[config.mk]
export PLATFORM = sky130hd
export DESIGN_NAME = accum_cpu
export DESIGN_NICKNAME = d
export VERILOG_FILES = /design/src/rtl/accum_cpu.sv
export SDC_FILE = /design/constraint.sdc
export NUM_CORES = 1
export LEC_CHECK = 0
export ABC_AREA = 1
export BUFFER_PORTS_ARGS = -buffer_cell sky130_fd_sc_hd__clkbuf_2
export CAP_MARGIN = 20
export CORE_MARGIN = 1
export CORE_UTILIZATION = 58
export CTS_CLUSTER_DIAMETER = 50
export DETAILED_ROUTE_END_ITERATION = 8
export PLACE_DENSITY = 0.81
export RECOVER_POWER = 100
export SYNTH_ARGS = -nofsm -noshare
export SYNTH_HDL_FRONTEND = slang
export SYNTH_SLANG_ARGS = --single-unit
[constraint.sdc]
create_clock -name clk -period 17.25 [get_ports clk]
set_input_delay 3.45 -clock clk [delete_from_list [all_inputs] [get_ports clk]]
set_output_delay 3.45 -clock clk [all_outputs]
set_load 0.05 [all_outputs]
[src/rtl/accum_cpu.sv]
// Accumulator processor with a configurable word/address width, a ready-handshake bus
// to one shared instruction/data memory, flags {C,Z}, immediate loads, conditional jumps and halt.
module accum_cpu #(
  parameter int DATA_W = 8,
  parameter int ADDR_W = 8,
  parameter logic [ADDR_W-1:0] RESET_PC = '0
) (
  input  logic              clk,
  input  logic              rst,
  input  logic [DATA_W-1:0] data_in,
  input  logic              ready,
  output logic              req,
  output logic              we,
  output logic [ADDR_W-1:0] addr,
  output logic [DATA_W-1:0] data_out,
  output logic              halted,
  output logic [1:0]        flags
);

  typedef enum logic [2:0] {FETCH, DECODE, OPND, MEM, HALT} state_t;

  localparam logic [7:0] OP_LDA = 8'h01, OP_STA = 8'h02, OP_GPC = 8'h03, OP_SPC = 8'h04,
                         OP_MAB = 8'h05, OP_MBA = 8'h06, OP_LDI = 8'h07, OP_JMP = 8'h08,
                         OP_JZ  = 8'h09, OP_JC  = 8'h0A, OP_HLT = 8'h0F,
                         OP_ADD = 8'h10, OP_SUB = 8'h11, OP_MUL = 8'h12, OP_DIV = 8'h13,
                         OP_AND = 8'h14, OP_OR  = 8'h15, OP_XOR = 8'h16, OP_NOT = 8'h17;

  state_t              state;
  logic [DATA_W-1:0]   a, b;
  logic [ADDR_W-1:0]   pc;
  logic [7:0]          inst;   // only the opcode byte is ever decoded
  logic [ADDR_W-1:0]   opr;    // only the address bits of an operand outlive OPND
  logic                z, c;

  logic [DATA_W:0]     sum;
  logic [2*DATA_W-1:0] prod;
  logic [DATA_W-1:0]   alu_res;
  logic                alu_c;
  logic                is_alu;
  logic [DATA_W-1:0]   pc_ext;

  assign sum    = {1'b0, a} + {1'b0, b};
  assign prod   = {{DATA_W{1'b0}}, a} * {{DATA_W{1'b0}}, b};
  assign is_alu = (inst[7:3] == 5'b00010);
  assign pc_ext = DATA_W'(pc);

  always_comb begin
    // NOTE: every output of a combinational block gets a default first, so no path infers a latch.
    alu_res = a;
    alu_c   = 1'b0;
    case (inst)
      OP_ADD: {alu_c, alu_res} = sum;
      OP_SUB: begin
        alu_res = a - b;
        alu_c   = (a < b);
      end
      OP_MUL: begin
        alu_res = prod[DATA_W-1:0];
        alu_c   = |prod[2*DATA_W-1:DATA_W];
      end
      OP_DIV: begin
        if (b == '0) begin
          alu_res = '1;
          alu_c   = 1'b1;
        end else begin
          alu_res = a / b;
        end
      end
      OP_AND: alu_res = a & b;
      OP_OR:  alu_res = a | b;
      OP_XOR: alu_res = a ^ b;
      OP_NOT: alu_res = ~a;
      default: ;
    endcase
  end

  // Reset gates req directly so nothing is requested while rst is held.
  assign req      = !rst && (state == FETCH || state == OPND || state == MEM);
  assign we       = req && (state == MEM) && (inst == OP_STA);
  assign addr     = !req ? '0 : (state == MEM) ? opr : pc;
  assign data_out = we ? a : '0;
  assign halted   = (state == HALT);
  assign flags    = {c, z};

  // NOTE: all state below is updated with non-blocking assignments so every register sees pre-edge values.
  always_ff @(posedge clk) begin
    if (rst) begin
      state <= FETCH;
      pc    <= RESET_PC;
      a     <= '0;
      b     <= '0;
      inst  <= '0;
      opr   <= '0;
      z     <= 1'b0;
      c     <= 1'b0;
    end else begin
      case (state)
        FETCH: begin
          if (ready) begin
            inst  <= data_in[7:0];
            pc    <= pc + 1'b1;
            state <= DECODE;
          end
        end

        DECODE: begin
          state <= FETCH;
          if (is_alu) begin
            a <= alu_res;
            z <= (alu_res == '0);
            c <= alu_c;
          end else begin
            case (inst)
              OP_LDA, OP_STA, OP_LDI, OP_JMP, OP_JZ, OP_JC: state <= OPND;
              OP_HLT: state <= HALT;
              OP_GPC: begin
                a <= pc_ext;
                z <= (pc_ext == '0);
              end
              OP_SPC: pc <= a[ADDR_W-1:0];
              OP_MAB: begin
                a <= b;
                z <= (b == '0);
              end
              OP_MBA: b <= a;
              default: ;
            endcase
          end
        end

        OPND: begin
          if (ready) begin
            opr   <= data_in[ADDR_W-1:0];
            pc    <= pc + 1'b1;
            state <= FETCH;
            case (inst)
              OP_LDA, OP_STA: state <= MEM;
              OP_LDI: begin
                a <= data_in;
                z <= (data_in == '0);
              end
              OP_JMP: pc <= data_in[ADDR_W-1:0];
              OP_JZ:  if (z) pc <= data_in[ADDR_W-1:0];
              OP_JC:  if (c) pc <= data_in[ADDR_W-1:0];
              default: ;
            endcase
          end
        end

        MEM: begin
          if (ready) begin
            if (inst == OP_LDA) begin
              a <= data_in;
              z <= (data_in == '0);
            end
            state <= FETCH;
          end
        end

        HALT: state <= HALT;

        default: state <= FETCH;
      endcase
    end
  end

endmodule

# After elaboration in Yosys (flattened, before gate mapping)
# Cells that the tools add are included.
[op_classes]
muxes = 36
reduce_logical = 23
div_mod_pow = 1
n_bitwise = 5
n_addsub = 3
n_eq_ne = 32
mul = 1
order_cmp = 1
[ops]
columns = ["cell", "n"]
rows = [
  ["8-bit 2-to-1 mux", 15],
  ["8-bit one-hot mux with 3 select lines", 3],
  ["8-bit by 5-bit equality test with 1-bit output, second input constant", 8],
  ["8-bit one-hot mux with 8 select lines", 1],
  ["8-bit by 3-bit equality test with 1-bit output, second input constant", 4],
  ["8-bit by 4-bit equality test with 1-bit output, second input constant", 4],
  ["8-bit logical NOT", 4],
  ["8-bit by 2-bit equality test with 1-bit output, second input constant", 2],
  ["8-bit by 8-bit multiplier with 16-bit output", 1],
  ["8-bit one-hot mux with 2 select lines", 1],
  ["3-bit one-hot mux with 5 select lines", 1],
  ["3-bit 2-to-1 mux", 4],
  ["8-bit by 8-bit adder with 9-bit output", 1],
  ["8-bit by 1-bit adder with 8-bit output, second input constant", 1],
  ["8-bit bitwise AND", 1],
  ["8-bit by 8-bit divider with 8-bit output", 1],
  ["8-bit by 1-bit equality test with 1-bit output, second input constant", 1],
  ["8-bit less-than comparator", 1],
  ["2-bit inequality test, second input constant", 4],
  ["8-bit NOT", 1],
  ["8-bit bitwise OR", 1],
  ["8-bit OR reduction", 1],
  ["8-bit subtractor", 1],
  ["8-bit bitwise XOR", 1],
  ["24 further kinds", 39],
]
[totals]
regBits = 45
out_inout_bits = 21
wordCells = 110
input_bits = 11

# Depth between registers and ports, before layout
[logic_depth]
word_depth = 7
ltp_mapped = 81
mapped_depth_nobuf = 79

# Least setup slack after synthesis
# OpenSTA, ideal clock, no wires.
[synth_timing]
path_type = "input port to output port"
from = "input port rst"
to = "output port data_out[0]"
cell_stages = 4
slack_ns = 7.375
arrival_ns = 6.425
path_buffers = 1
required_time_ns = 13.800
path_cell_list = "clkbuf_1 > nor4_1 > inv_1 > nor2_1"
[synth_between]
elab_chain_cells = 5
[synth_rtl]
columns = ["item", "line_no", "text"]
rows = [
  ["from (decl)", "9", "input logic rst,"],
  ["1-bit logical NOT", "78", "assign req = !rst && (state == FETCH || state == OPND || state == MEM);"],
  ["1-bit logical AND", "78", ""],
  ["1-bit logical AND (2 in series)", "79", "assign we = req && (state == MEM) && (inst == OP_STA);"],
  ["via we", "13", "output logic we,"],
  ["8-bit 2-to-1 mux", "81", "assign data_out = we ? a : '0;"],
  ["to (decl)", "15", "output logic [DATA_W-1:0] data_out,"],
]
# The timed path passes the listed nets, and every way through them passes these cells.

# Worst setup path after layout
[layout_timing]
from = "register b[0]"
to = "register z"
[layout_between]
elab_chain_cells = 6
word_cells_on_any_way = 14
cone_classes = "2 x add/sub; 1 x mul; 1 x div; 5 x mux; 3 x bitwise; 2 x reduce/logical"
[layout_rtl]
columns = ["item", "line_no", "text"]
rows = [
  ["from (decl)", "29", "logic [DATA_W-1:0] a, b;"],
  ["from (signal assigned)", "91", "b <= '0;"],
  ["from (signal assigned)", "125", "OP_MBA: b <= a;"],
  ["8-bit by 8-bit divider with 8-bit output or 8-bit logical NOT (tied branches)", "66, 62, 123", ""],
  ["8-bit 2-to-1 mux", "62", "if (b == '0) begin"],
  ["8-bit one-hot mux with 8 select lines", "51", "case (inst)"],
  ["8-bit logical NOT", "110", "z <= (alu_res == '0);"],
  ["1-bit 2-to-1 mux (*)", "108", "if (is_alu) begin"],
  ["1-bit one-hot mux with 3 select lines (*)", "97", "case (state)"],
  ["to (signal assigned)", "110", ""],
  ["to (signal assigned)", "118", "z <= (pc_ext == '0);"],
  ["to (signal assigned)", "123", "z <= (b == '0);"],
  ["to (decl)", "33", "logic z, c;"],
]
# Mark *: on every way between the ends. The rest lies on a longest branch, timed or not.
# A chain may end at the register's enable or synchronous reset.

==> reports/metrics.cfg <==
[outcome]
status = finished clean

[die]
chipWidth_um = 121
die_height_um = 121
core_um2 = 13900
die_area_um2 = 14700
ios = 32
rows = 43
start_util_pct = 59.5

[yosys]
syn-cell-area_um2 = 8260
synthCells = 1336
synth_top_area_cell = ha_1
synth_ff_type = dfxtp_1
avgSynthCellArea_um2 = 6.18
ys_types = 47
ys_ff_latch = 45
synth_area_leaders = ha_1, nand2_1, dfxtp_1
netlist.area_leader.share_pct = 15.3
synthTopCellsByCount = nand2_1, inv_1, nor2_1, ha_1, nand3_1
synth_fp_nets = 1486
synth_seq_area_share_pct = 10.9
synth_edf_count = 0
async_flop_share_pct = 0
synth.most_common_cell = nand2_1
synth_warnings = 0

[cells_and_area]
final_nets = 1485
finalInstanceArea_um2 = 8540
multiInputGateArea_um2 = 6120
register_area_um2 = 901
fin_util_pct = 61.5
num-fill-cells = 1378
instances_no_fill = 1516
syn_to_final_growth_pct = 3.38
antenna_cells = 0
drive_gt1_share_pct = 5.84

[critical_path]
worstPathMaxFanout = 15
reg2reg_depth = 76
r2r_slack_ps = 6840
cp-end-kind = flip-flop
r2r-start = b[0]
slowest_delay_ps = 620
critPathArrivalTime_ps = 10630
path_class = reg -> reg
cpMaxStageDelayCell = dfxtp_1
r2r_end = z
crit_required_ps = 17470
start_kind = flip-flop
path_common_cell = nand2_1

[detailed_routing]
drt_iter0_drc = 981
drt-wirelength-per-cell_um = 16.0
firstDrtPassIters = 8
viasPerCell = 5.73
route.vias.total = 8684
drt_wl_total_um = 24300
drtAntennaViolNets = 0
drc_errors = 0

[min_path]
min_from = inst[4]
holdPathStages = 2
hold_end = inst[4]
hold_class = reg -> reg

[clocking]
clock_sinks = 45
cts_tree = yes
h-tree-depth = 2
clk_latency_ps = 290
cts_setup_buffers = 0
clkTransAtPathRegs_ps = 70
clock_path_buffers = 2
cts_root_buf = clkbuf_16
cts_resized = 0
cts_buffers = 5
cts_hold_buf = 0

[grt]
grt_antenna_before_repair = 0
grt_pass1_vias = 7958
grt_max_degree = 31
grt_pass1_wl_um = 39600
grt_util_all_layers_pct = 34.1
grt_overflow = 0

[placed_design]
port_buffers = 31
place_congestion = 1.02
dp_cells = 1508
place_area_um2 = 8430
place_hpwl_um = 18800

[sta]
clock_skew_ps = 6.17
fin_setup_tns_ps = 0
min_period_over_period_pct = 60.4
slew_viol_final = 0
min_period_ps = 10410
worst_pin_slew_ps = 1110
setup_viol = 0
hold_viol = 0
rsz0062_at_grt = false
clock.fmax_ghz = 0.0960
slew_headroom_pct = 26.3

[flow_run]
drv_cap = 0

-- metal layers --
metal / track usage (%) / wire length, um / part of all wire (%) / vias up
met5: 0 / 0 / 0 / -
met4: 13.0 / 861 / 3.5 / 0
met2: 52.6 / 10300 / 42 / 479
li1: - / - / - / 4244
met3: 5.64 / 2590 / 11 / 74
met1: 47.4 / 10600 / 44 / 3887
-- sequential cells by signal, summed over array words and instances, names as in the netlist --
register / flops
inst: 8
state: 3
pc: 8
a: 8
b: 8
z: 1
opr: 8
c: 1
-- critical path: cells and delay by family, from the launching register on --
kind,cells,cell delay [ps]
flip-flops,1,620
AO/OA/AOI/OAI,6,860
AND/OR/NAND/NOR,50,4830
buffers and inverters,12,1480
adder cells (fa/ha/maj),8,2520
-- worst max path at each step --
stage	start	to	slack [ps]	cells after the start
final	b[0]	z	6840	76
after global placement	b[0]	z	7800	73
after global routing	b[0]	z	5720	73
after detailed placement	b[0]	z	7250	74
after floorplan	rst	data_out[0]	7370	4
after CTS	b[0]	z	7220	74
-- cells in the final DEF, fill, tap and decap left out, drive strengths merged, types with 16 or more instances in the layout --
master	count
o21ai	94
dfxtp	45
nand3	101
ha	101
inv	253
nand4	19
xor2	16
nand2	342
nor2	138
a21oi	65
clkbuf	37
fa	38
-- cell type report --
class	count	area share (%)
Clock inverter	2	0.454
Clock buffer	6	1.51
Multi-Input combinational cell	993	71.7
Tap cell	180	2.64
Sequential cell	45	10.6
Timing Repair Buffer	36	1.92
Inverter	254	11.2
-- cells by family (layout without fill, tap and decap cells) --
| group | after synthesis | in the layout | synth area share, % |
|---|---|---|---|
| flip-flops | 45 | 45 | 10.9 |
| buffers and inverters | 298 | 298 | 14.6 |
| AND/OR/NAND/NOR | 627 | 627 | 32.9 |
| adder cells (fa/ha/maj) | 139 | 139 | 24.5 |
| AO/OA/AOI/OAI | 201 | 201 | 14.3 |
| XOR/XNOR | 26 | 26 | 2.76 |
-- per-stage QoR --
step / hold slack [ps] / setup WS, ps
after floorplan: 448 / 7370
after CTS: 479 / 7220
final: 477 / 6840
after detailed placement: 469 / 7250
after global placement: 460 / 7800
after global routing: 497 / 5720
Power is left out: the tool's default activity adds up to more than one toggle a clock period on the data nets, which glitch-free logic cannot reach.
